**src/rtl/pipeline_control_unit_pkg.sv**
```systemverilog
// Shared definitions for the pipeline control unit:
// FSM state encodings, PC redirect codes and the bubble instruction.
package pipeline_control_unit_pkg;

    typedef enum logic [1:0] {
        ST_RUN        = 2'd0,
        ST_MEM_WAIT   = 2'd1,
        ST_REDIRECT   = 2'd2,
        ST_FETCH_WAIT = 2'd3
    } pcu_state_t;

    localparam logic [1:0] PC_SEQ  = 2'b00;
    localparam logic [1:0] PC_BR   = 2'b01;
    localparam logic [1:0] PC_JAL  = 2'b10;
    localparam logic [1:0] PC_JALR = 2'b11;

    // addi x0, x0, 0 -- loaded into a pipe register on flush
    localparam logic [31:0] NOP_INSTR = 32'h0000_0013;

endpackage

```
**src/rtl/pipeline_hazard_detect.sv**
```systemverilog
// Load-use hazard comparator between decode and execute.
// Ports: rs1_decode/rs2_decode (decode sources), rd_execute,
//        memRead_execute, regWrite_execute (execute load), load_use (out).
module pipeline_hazard_detect (
    input  logic [4:0] rs1_decode,
    input  logic [4:0] rs2_decode,
    input  logic [4:0] rd_execute,
    input  logic       memRead_execute,
    input  logic       regWrite_execute,
    output logic       load_use
);

    logic rd_nonzero;
    logic src_match;

    assign rd_nonzero = rd_execute != 5'd0;
    assign src_match  = (rd_execute == rs1_decode) |
                        (rd_execute == rs2_decode);

    assign load_use = memRead_execute & regWrite_execute &
                      rd_nonzero & src_match;

endmodule

```
**src/rtl/pipeline_control_unit.sv**
```systemverilog
// Pipeline stall/flush controller with a stall performance counter.
// Ports: clock, reset (sync, active-high); hazard inputs from decode,
//        execute, memory and fetch; stall_*/flush_* controls; state,
//        stall_count and stall_count_clear.
module pipeline_control_unit
    import pipeline_control_unit_pkg::*;
#(
    parameter int FLUSH_CYCLES = 2,
    parameter int CNT_WIDTH    = 16
) (
    input  logic                 clock,
    input  logic                 reset,
    input  logic [4:0]           rs1_decode,
    input  logic [4:0]           rs2_decode,
    input  logic [4:0]           rd_execute,
    input  logic                 memRead_execute,
    input  logic                 regWrite_execute,
    input  logic [1:0]           next_PC_select_execute,
    input  logic                 mem_access_memory,
    input  logic                 dmem_ready,
    input  logic                 imem_ready,
    input  logic                 stall_count_clear,
    output logic                 stall_fetch,
    output logic                 stall_decode,
    output logic                 stall_execute,
    output logic                 flush_decode,
    output logic                 flush_execute,
    output logic [1:0]           state,
    output logic [CNT_WIDTH-1:0] stall_count
);

    // The redirect cycle itself flushes once, so REDIRECT covers
    // the remaining FLUSH_CYCLES-1 cycles.
    localparam logic [3:0] FLUSH_LOAD = 4'(FLUSH_CYCLES - 1);

    pcu_state_t state_q, state_d;
    pcu_state_t ret_q, ret_d;
    logic [3:0] flush_cnt_q, flush_cnt_d;

    logic load_use;
    logic redirect;
    logic dmem_wait;

    logic sf, sd, se, fd, fe;

    logic [CNT_WIDTH-1:0] cnt_q;

    pipeline_hazard_detect u_hazard (
        .rs1_decode       (rs1_decode),
        .rs2_decode       (rs2_decode),
        .rd_execute       (rd_execute),
        .memRead_execute  (memRead_execute),
        .regWrite_execute (regWrite_execute),
        .load_use         (load_use)
    );

    assign redirect  = next_PC_select_execute != PC_SEQ;
    assign dmem_wait = mem_access_memory & ~dmem_ready;

    // State register
    always_ff @(posedge clock) begin
        if (reset) begin
            state_q     <= ST_RUN;
            ret_q       <= ST_RUN;
            flush_cnt_q <= 4'd0;
        end else begin
            state_q     <= state_d;
            ret_q       <= ret_d;
            flush_cnt_q <= flush_cnt_d;
        end
    end

    // Next-state logic
    always_comb begin
        state_d     = state_q;
        ret_d       = ret_q;
        flush_cnt_d = flush_cnt_q;
        unique case (state_q)
            ST_RUN: begin
                if (dmem_wait) begin
                    ret_d   = ST_RUN;
                    state_d = ST_MEM_WAIT;
                end else if (redirect) begin
                    flush_cnt_d = FLUSH_LOAD;
                    state_d = (FLUSH_LOAD != 4'd0) ? ST_REDIRECT : ST_RUN;
                end else if (!load_use && !imem_ready) begin
                    state_d = ST_FETCH_WAIT;
                end
            end
            ST_MEM_WAIT: begin
                if (dmem_ready) state_d = ret_q;
            end
            ST_REDIRECT: begin
                if (dmem_wait) begin
                    ret_d   = ST_REDIRECT;
                    state_d = ST_MEM_WAIT;
                end else if (redirect) begin
                    flush_cnt_d = FLUSH_LOAD;
                    state_d = (FLUSH_LOAD != 4'd0) ? ST_REDIRECT : ST_RUN;
                end else if (flush_cnt_q <= 4'd1) begin
                    flush_cnt_d = 4'd0;
                    state_d     = ST_RUN;
                end else begin
                    flush_cnt_d = flush_cnt_q - 4'd1;
                end
            end
            ST_FETCH_WAIT: begin
                if (dmem_wait) begin
                    ret_d   = ST_RUN;
                    state_d = ST_MEM_WAIT;
                end else if (redirect) begin
                    flush_cnt_d = FLUSH_LOAD;
                    state_d = (FLUSH_LOAD != 4'd0) ? ST_REDIRECT : ST_RUN;
                end else if (imem_ready) begin
                    state_d = ST_RUN;
                end
            end
            default: state_d = ST_RUN;
        endcase
    end

    // Mealy outputs; a stalled stage is never flushed in the same
    // cycle, except the load-use bubble into execute.
    always_comb begin
        sf = 1'b0;
        sd = 1'b0;
        se = 1'b0;
        fd = 1'b0;
        fe = 1'b0;
        unique case (state_q)
            ST_RUN: begin
                if (dmem_wait) begin
                    {sf, sd, se} = 3'b111;
                end else if (redirect) begin
                    {fd, fe} = 2'b11;
                end else if (load_use) begin
                    {sf, sd, fe} = 3'b111;
                end else if (!imem_ready) begin
                    {sf, fd} = 2'b11;
                end
            end
            ST_MEM_WAIT: begin
                if (!dmem_ready) {sf, sd, se} = 3'b111;
            end
            ST_REDIRECT: begin
                if (dmem_wait) {sf, sd, se} = 3'b111;
                else           {fd, fe}     = 2'b11;
            end
            ST_FETCH_WAIT: begin
                if (dmem_wait) begin
                    {sf, sd, se} = 3'b111;
                end else if (redirect) begin
                    {fd, fe} = 2'b11;
                end else if (!imem_ready) begin
                    {sf, fd} = 2'b11;
                end
            end
            default: ;
        endcase
        if (reset) begin
            sf = 1'b0;
            sd = 1'b0;
            se = 1'b0;
            fd = 1'b0;
            fe = 1'b0;
        end
    end

    assign stall_fetch   = sf;
    assign stall_decode  = sd;
    assign stall_execute = se;
    assign flush_decode  = fd;
    assign flush_execute = fe;
    assign state         = state_q;

    // Saturating stall counter; clear beats increment
    always_ff @(posedge clock) begin
        if (reset || stall_count_clear) begin
            cnt_q <= '0;
        end else if (sf && (cnt_q != '1)) begin
            cnt_q <= cnt_q + CNT_WIDTH'(1);
        end
    end

    assign stall_count = cnt_q;

endmodule

```
**config.mk**
```make
export PLATFORM = sky130hd
export DESIGN_NAME = pipeline_control_unit
export DESIGN_NICKNAME = d
export VERILOG_FILES = /design/src/rtl/pipeline_control_unit_pkg.sv /design/src/rtl/pipeline_hazard_detect.sv /design/src/rtl/pipeline_control_unit.sv
export SDC_FILE = /design/constraint.sdc
export NUM_CORES = 1
export LEC_CHECK = 0
export BUFFER_PORTS_ARGS = -buffer_cell sky130_fd_sc_hd__buf_2
export CAP_MARGIN = 20
export CORE_UTILIZATION = 46
export CTS_CLUSTER_DIAMETER = 100
export CTS_CLUSTER_SIZE = 40
export DETAILED_ROUTE_END_ITERATION = 8
export GPL_ROUTABILITY_DRIVEN = 0
export GPL_TIMING_DRIVEN = 0
export HOLD_SLACK_MARGIN = 0.02
export MAX_ROUTING_LAYER = met4
export PLACE_DENSITY_LB_ADDON = 0.1
export SYNTH_ARGS = -nofsm -noshare
export SYNTH_HDL_FRONTEND = slang
export SYNTH_SLANG_ARGS = --single-unit
```
**constraint.sdc**
```tcl
create_clock -name clock -period 2.5 [get_ports clock]
set_clock_uncertainty 0.15 [all_clocks]
set_input_delay 0.625 -clock clock [delete_from_list [all_inputs] [get_ports clock]]
set_output_delay 0.625 -clock clock [all_outputs]
set_load 0.005 [all_outputs]
```
# Word-level counts from Yosys, hierarchy flattened
# Cells that the tools add are included.
[word_totals] in_bits=25 register_bits=24 wordCells=94 output_inout_bits=23
[classes] eq_ne=15 n_bitwise=6 addsub=2 magnitude_cmp=1 n_reduce_logical=15 n_mux=51
[ops] cell="two-way mux 1 bit" n=26
[ops] cell="two-way mux 2 bit" n=12
[ops] cell="two-way mux 4 bit" n=5
[ops] cell="adder 16 x 1 -> 16 bit (second input constant)" n=1
[ops] cell="inequality test 16 bit (second input constant)" n=1
[ops] cell="inequality test 4 bit (second input constant)" n=3
[ops] cell="equality test 5 bit" n=2
[ops] cell="one-hot mux 1 bit (3 select lines)" n=3
[ops] cell="inequality test 2 bit (second input constant)" n=4
[ops] cell="one-hot mux 2 bit (4 select lines)" n=1
[ops] cell="one-hot mux 4 bit (2 select lines)" n=1
[ops] cell="AND reduction 4 bit" n=2
[ops] cell="nonzero test 5 bit" n=1
[ops] cell="AND 1 bit" n=4
[ops] cell="equality test 2 bit (second input constant)" n=2
[ops] cell="less-or-equal comparator 4 x 1 -> 1 bit (second input constant)" n=1
[ops] cell="inequality test 2 x 1 -> 1 bit (second input constant)" n=2
[ops] cell="one-hot mux 1 bit (4 select lines)" n=1
[ops] cell="one-hot mux 2 bit (2 select lines)" n=1
[ops] cell="nonzero test 2 bit" n=2
[ops] cell="OR reduction 2 bit" n=2
[ops] cell="subtractor 4 x 1 -> 4 bit (second input constant)" n=1
[ops] cell="AND reduction 3 bit" n=1
[ops] cell="OR reduction 3 bit" n=1
[ops] cell="other kinds (8)" n=10

# Depth between registers and ports, before layout
[depth] ltp_word=9 depth_mapped=10 depth_no_buf=8

# Modules after synthesis
# A second synthesis with hierarchy kept.
[hier_totals] hier_cells=208 area_unflattened_um2=1612.8
[by_module_without_submodules] mod="pipeline_control_unit" cells_each=191 seq_area_each_um2=460.4 n_inst=1 area_per_inst_um2=1480.2
[by_module_without_submodules] mod="pipeline_hazard_detect" cells_each=17 seq_area_each_um2=0.0 n_inst=1 area_per_inst_um2=132.6

# Worst setup path before layout
# OpenSTA, ideal clock, no wires.
[synth_path] path_type="input to output" start="input rd_execute[1]" end="output flush_decode" setup_slack_ps=-24 arrival_ps=1749 path_stages=5 path_buffers=0 required_ps=1725 path_cell_list="or3_1 o311a_1 nand3_1 a21oi_1 a311oi_1"
[synth_between] elab_chain_cells=8 word_cells_on_any_way=11 cone_classes="eq/ne: 2; mux: 5; bitwise: 3; reduce/logical: 1"
[synth_rtl] item="start: declaration" line_no="pipeline_control_unit.sv:15" text="input logic [4:0] rd_execute,"
[synth_rtl] item="equality test 5 bit, or another cell as far along" line_no="pipeline_hazard_detect.sv:17" text="assign src_match = (rd_execute == rs1_decode) |"
[synth_rtl] item="bitwise OR 1 bit / AND 1 bit (equally long branches)" line_no="pipeline_hazard_detect.sv:17, pipeline_hazard_detect.sv:20"
[synth_rtl] item="AND 1 bit (*)" line_no="pipeline_hazard_detect.sv:21" text="rd_nonzero & src_match;"
[synth_rtl] item="two-way mux 1 bit (*)" line_no="pipeline_control_unit.sv:136" text="end else if (load_use) begin"
[synth_rtl] item="two-way mux 1 bit (*)" line_no="pipeline_control_unit.sv:134" text="end else if (redirect) begin"
[synth_rtl] item="two-way mux 1 bit (*)" line_no="pipeline_control_unit.sv:132" text="if (dmem_wait) begin"
[synth_rtl] item="one-hot mux 1 bit (3 select lines) (*)" line_no="pipeline_control_unit.sv:130" text="unique case (state_q)"
[synth_rtl] item="two-way mux 1 bit (*)" line_no="pipeline_control_unit.sv:160" text="if (reset) begin"
[synth_rtl] item="end: declaration" line_no="pipeline_control_unit.sv:26" text="output logic flush_decode,"
# Mark *: on every way between the ends. The rest lies on a longest branch, timed or not.

# Final worst setup path
# Ends and elaborated chain as after synthesis.

==> metrics.md <==
| Metric | Value |
|---|---|
| Pre-antenna DRT Iters | `4` |
| CTS tree | `done` |
| I/O pin count | `48` |
| Switching part of the total | `0.373` |
| Nature of the critical path startpoint | `primary input` |
| Worst path cell trace | `buf_8, or3_4, o311a_4, nand3_2, a21oi_1, a311oi_1, buf_2` |
| Crit Reg-Reg Endpoint | `stall_count[14]$_SDFFE_PP0P_` |
| Area Growth Syn to Fin | `34.0%` |
| Max rail drop VDD | `0.000246 V` |
| Failing checks | `negative setup slack` |
| Avg Inst Size Synth | `7.97 sq um` |
| Worst-Skew Late Latency | `0.32 ns` |
| Crit Path Class | `primary input to output pin` |
| Slew Limit Fails | `0` |
| Clock share of power | `0.172` |
| Sequential fraction of the synthesis area | `0.288` |
| Status | `finished, violations left` |
| Die Wd | `61.0 microns` |
| RSZ-0062 raised after global routing | `yes` |
| Initial core utilization | `0.480` |
| DRT iter0 DRCs | `117` |
| Placed insts | `294` |
| Crit path largest cell delay | `0.38 ns` |
| Num CTS Buffers | `3` |
| Commonest non-fill, non-tap cell in the layout | `buf_2` |
| Critical Path RT | `1.73 ns` |
| Area after DPL | `1890 sq um` |
| # rows | `21` |
| Final wirelength | `4260 microns` |
| Height of the die | `61.0 microns` |
| Combinational Power Share | `0.439` |
| Worst Hold End | `ret_q[1]$_SDFFE_PP0P_` |
| Reg2reg start | `state[1]$_SDFFE_PP0P_` |
| Hold Crit Depth | `2` |
| Final core utilization | `0.643` |
| Asr flop ratio synth | `0` |
| Buffers on Ports | `47` |
| First-pass GRT wire length | `5960 microns` |
| Setup tns final | `-0.648 ns` |
| Gate Count Post-Synth | `201` |
| Cells on worst reg2reg path | `9` |
| Fmax | `365 MHz` |
| Max Fanout on Critical Path | `4` |
| Crit. End Element | `output pin` |
| Final-stage net count | `289` |
| Via Count | `1735` |
| Synthesized flop and latch total | `23` |
| WP buf/inv | `2` |
| Post-synth EDFFs | `0` |
| Hold Crit Start | `ret_q[1]$_SDFFE_PP0P_` |
| Initial antenna violation count | `0` |
| CP startpoint | `rd_execute[1]` |
| Count of cell types in the netlist | `42` |
| CTS Sinks | `23` |
| Psw | `0.000394 W` |
| Post-Synthesis Net Count | `234` |
| WP data arrival | `1.96 ns` |
| Max cap viols | `0` |
| Final setup margin | `-0.239 ns` |
| Slew margin rel. | `0.691` |
| Most frequent cells in the layout | `43 x buf_2, 21 x a21oi_1, 21 x dfxtp_1` |
| P per Cell Area | `492 nW/um^2` |
| Commonest register cell after synthesis | `dfxtp_1` |
| CP top delay family | `compound AO/OA/AOI/OAI gates` |
| Die Area | `3720 sq um` |
| Post-Syn Area | `1600 sq um` |
| Largest net degree at the start of global routing | `14` |
| Count of final setup violators | `4` |
| Reg clk slew, reported paths | `0.13 ns` |
| Final instance area | `2150 sq um` |
| Worst-Margin Slew | `0.463 ns` |
| Detailed placement HPWL | `2860 microns` |
| Worst path slowest cell | `or3_4` |
| WL per Instance | `14.2 microns` |
| Longest Clk Path Bufs | `2` |
| Crit path time final | `2.74 ns` |
| DR vias/cell | `5.76` |
| Flop2flop setup slack | `0.16 ns` |
| Fin cells | `301` |
| Total track usage | `0.223` |
| CTS root buf | `clkbuf_4` |
| Leak | `0.842 nW` |
| Yosys warnings | `0` |
| Final Hold Viols | `0` |
| Vias in the first global route | `1425` |
| Routed Antenna Nets | `0` |
| Layout cell share with drive strength beyond 1 | `0.365` |
| Seq pwr share | `0.389` |
| DR DRC count | `0` |
| Remaining global-route overflow | `0` |
| Final period utilization | `1.10` |
| Core area | `3340 sq um` |
| Antenna diode count | `0` |
| Total number of H-tree levels | `1` |
| Int Pwr | `0.000661 W` |
| Worst hold path class | `flop to flop` |
## cell usage after synthesis, types with 3 or more instances
cell / instances / share of area
nand2_1: 10 / 0.023
nor3_1: 6 / 0.019
xnor2_1: 10 / 0.055
or3_1: 11 / 0.043
clkbuf_1: 3 / 0.0070
or2_2: 3 / 0.012
or4_1: 6 / 0.028
and3_1: 4 / 0.016
nand3_1: 13 / 0.041
inv_1: 7 / 0.016
nand4_1: 4 / 0.016
nor2_1: 15 / 0.035
a21oi_1: 23 / 0.072
a311oi_1: 4 / 0.022
o21ai_1: 9 / 0.028
nand3b_1: 4 / 0.019
dfxtp_1: 23 / 0.29
o21ai_0: 5 / 0.016
ha_1: 8 / 0.063
o31ai_1: 6 / 0.028
## layer usage
layer  global-route usage  share of wire
met4                0.101          0.027
met1                0.255           0.42
met5                    -              0
met2                0.378           0.51
met3               0.0384          0.043
## worst max path at each step
stage / end / slack (ns) / depth (start not counted)
floorplan: flush_decode / 0.02 / 5
global placement: flush_decode / -0.32 / 7
detailed placement: flush_decode / -0.29 / 7
CTS: flush_decode / -0.24 / 7
global route: flush_decode / -0.29 / 7
finish: flush_decode / -0.24 / 7
## cell families (layout without fill, tap and decap cells)
family | after synthesis | count (layout) | synth area share
AO/OA/AOI/OAI | 59 | 59 | 0.239
XOR/XNOR | 11 | 11 | 0.0602
adder cells (fa/ha/maj) | 8 | 8 | 0.0625
buffers and inverters | 15 | 69 | 0.0539
flip-flops | 23 | 23 | 0.287
multiplexers | 2 | 2 | 0.0125
AND/OR/NAND/NOR | 83 | 83 | 0.284
## power groups by stage
| stage | registers [W] | clock network [W] | logic [W] |
|---|---|---|---|
| floorplan | 0.000411 | 0 | 0.000284 |
| global placement | 0.000415 | 0 | 0.000392 |
| detailed placement | 0.000415 | 0 | 0.000392 |
| CTS | 0.000409 | 0.000189 | 0.000415 |
| global route | 0.000414 | 0.000202 | 0.000513 |
| finish | 0.000410 | 0.000181 | 0.000464 |
## area by class of cell
type	instances	area, sq um
Tap cell	46	57.6
Fill cell	309	1190
Clock buffer	3	22.5
Inverter	7	26.3
Multi-Input combinational cell	163	1210
Clock inverter	1	5.00
Timing Repair Buffer	51	302
Sequential cell	23	468
Buffer	7	56.3
## flip-flops by register name, summed over array words and instances, names as in the netlist
signal and flops:
flush_cnt_q 4, ret_q 1, stall_count 16, state 2
## metrics by stage
step | setup WS [ns] | hold slack, ns | total power (W)
after floorplan | 0.0184 | 0.304 | 0.000696
after global placement | -0.325 | 0.322 | 0.000807
after detailed placement | -0.287 | 0.322 | 0.000807
after CTS | -0.236 | 0.342 | 0.00101
after global routing | -0.292 | 0.376 | 0.00113
final | -0.239 | 0.345 | 0.00105
## worst min-delay path: cells and delay by family (launching register included)
kind	cells	cell delay (ns)
DFF	1	0.34
AOI/OAI and AO/OA	2	0.13
## timing repair
action                     CTS  global route
buffers inserted             4             0
hold buffers                 0             0
setup endpoints to repair    9            13
pin swaps                    5            10
gates resized for setup     13            29
(Power assumes the default switching activity.)
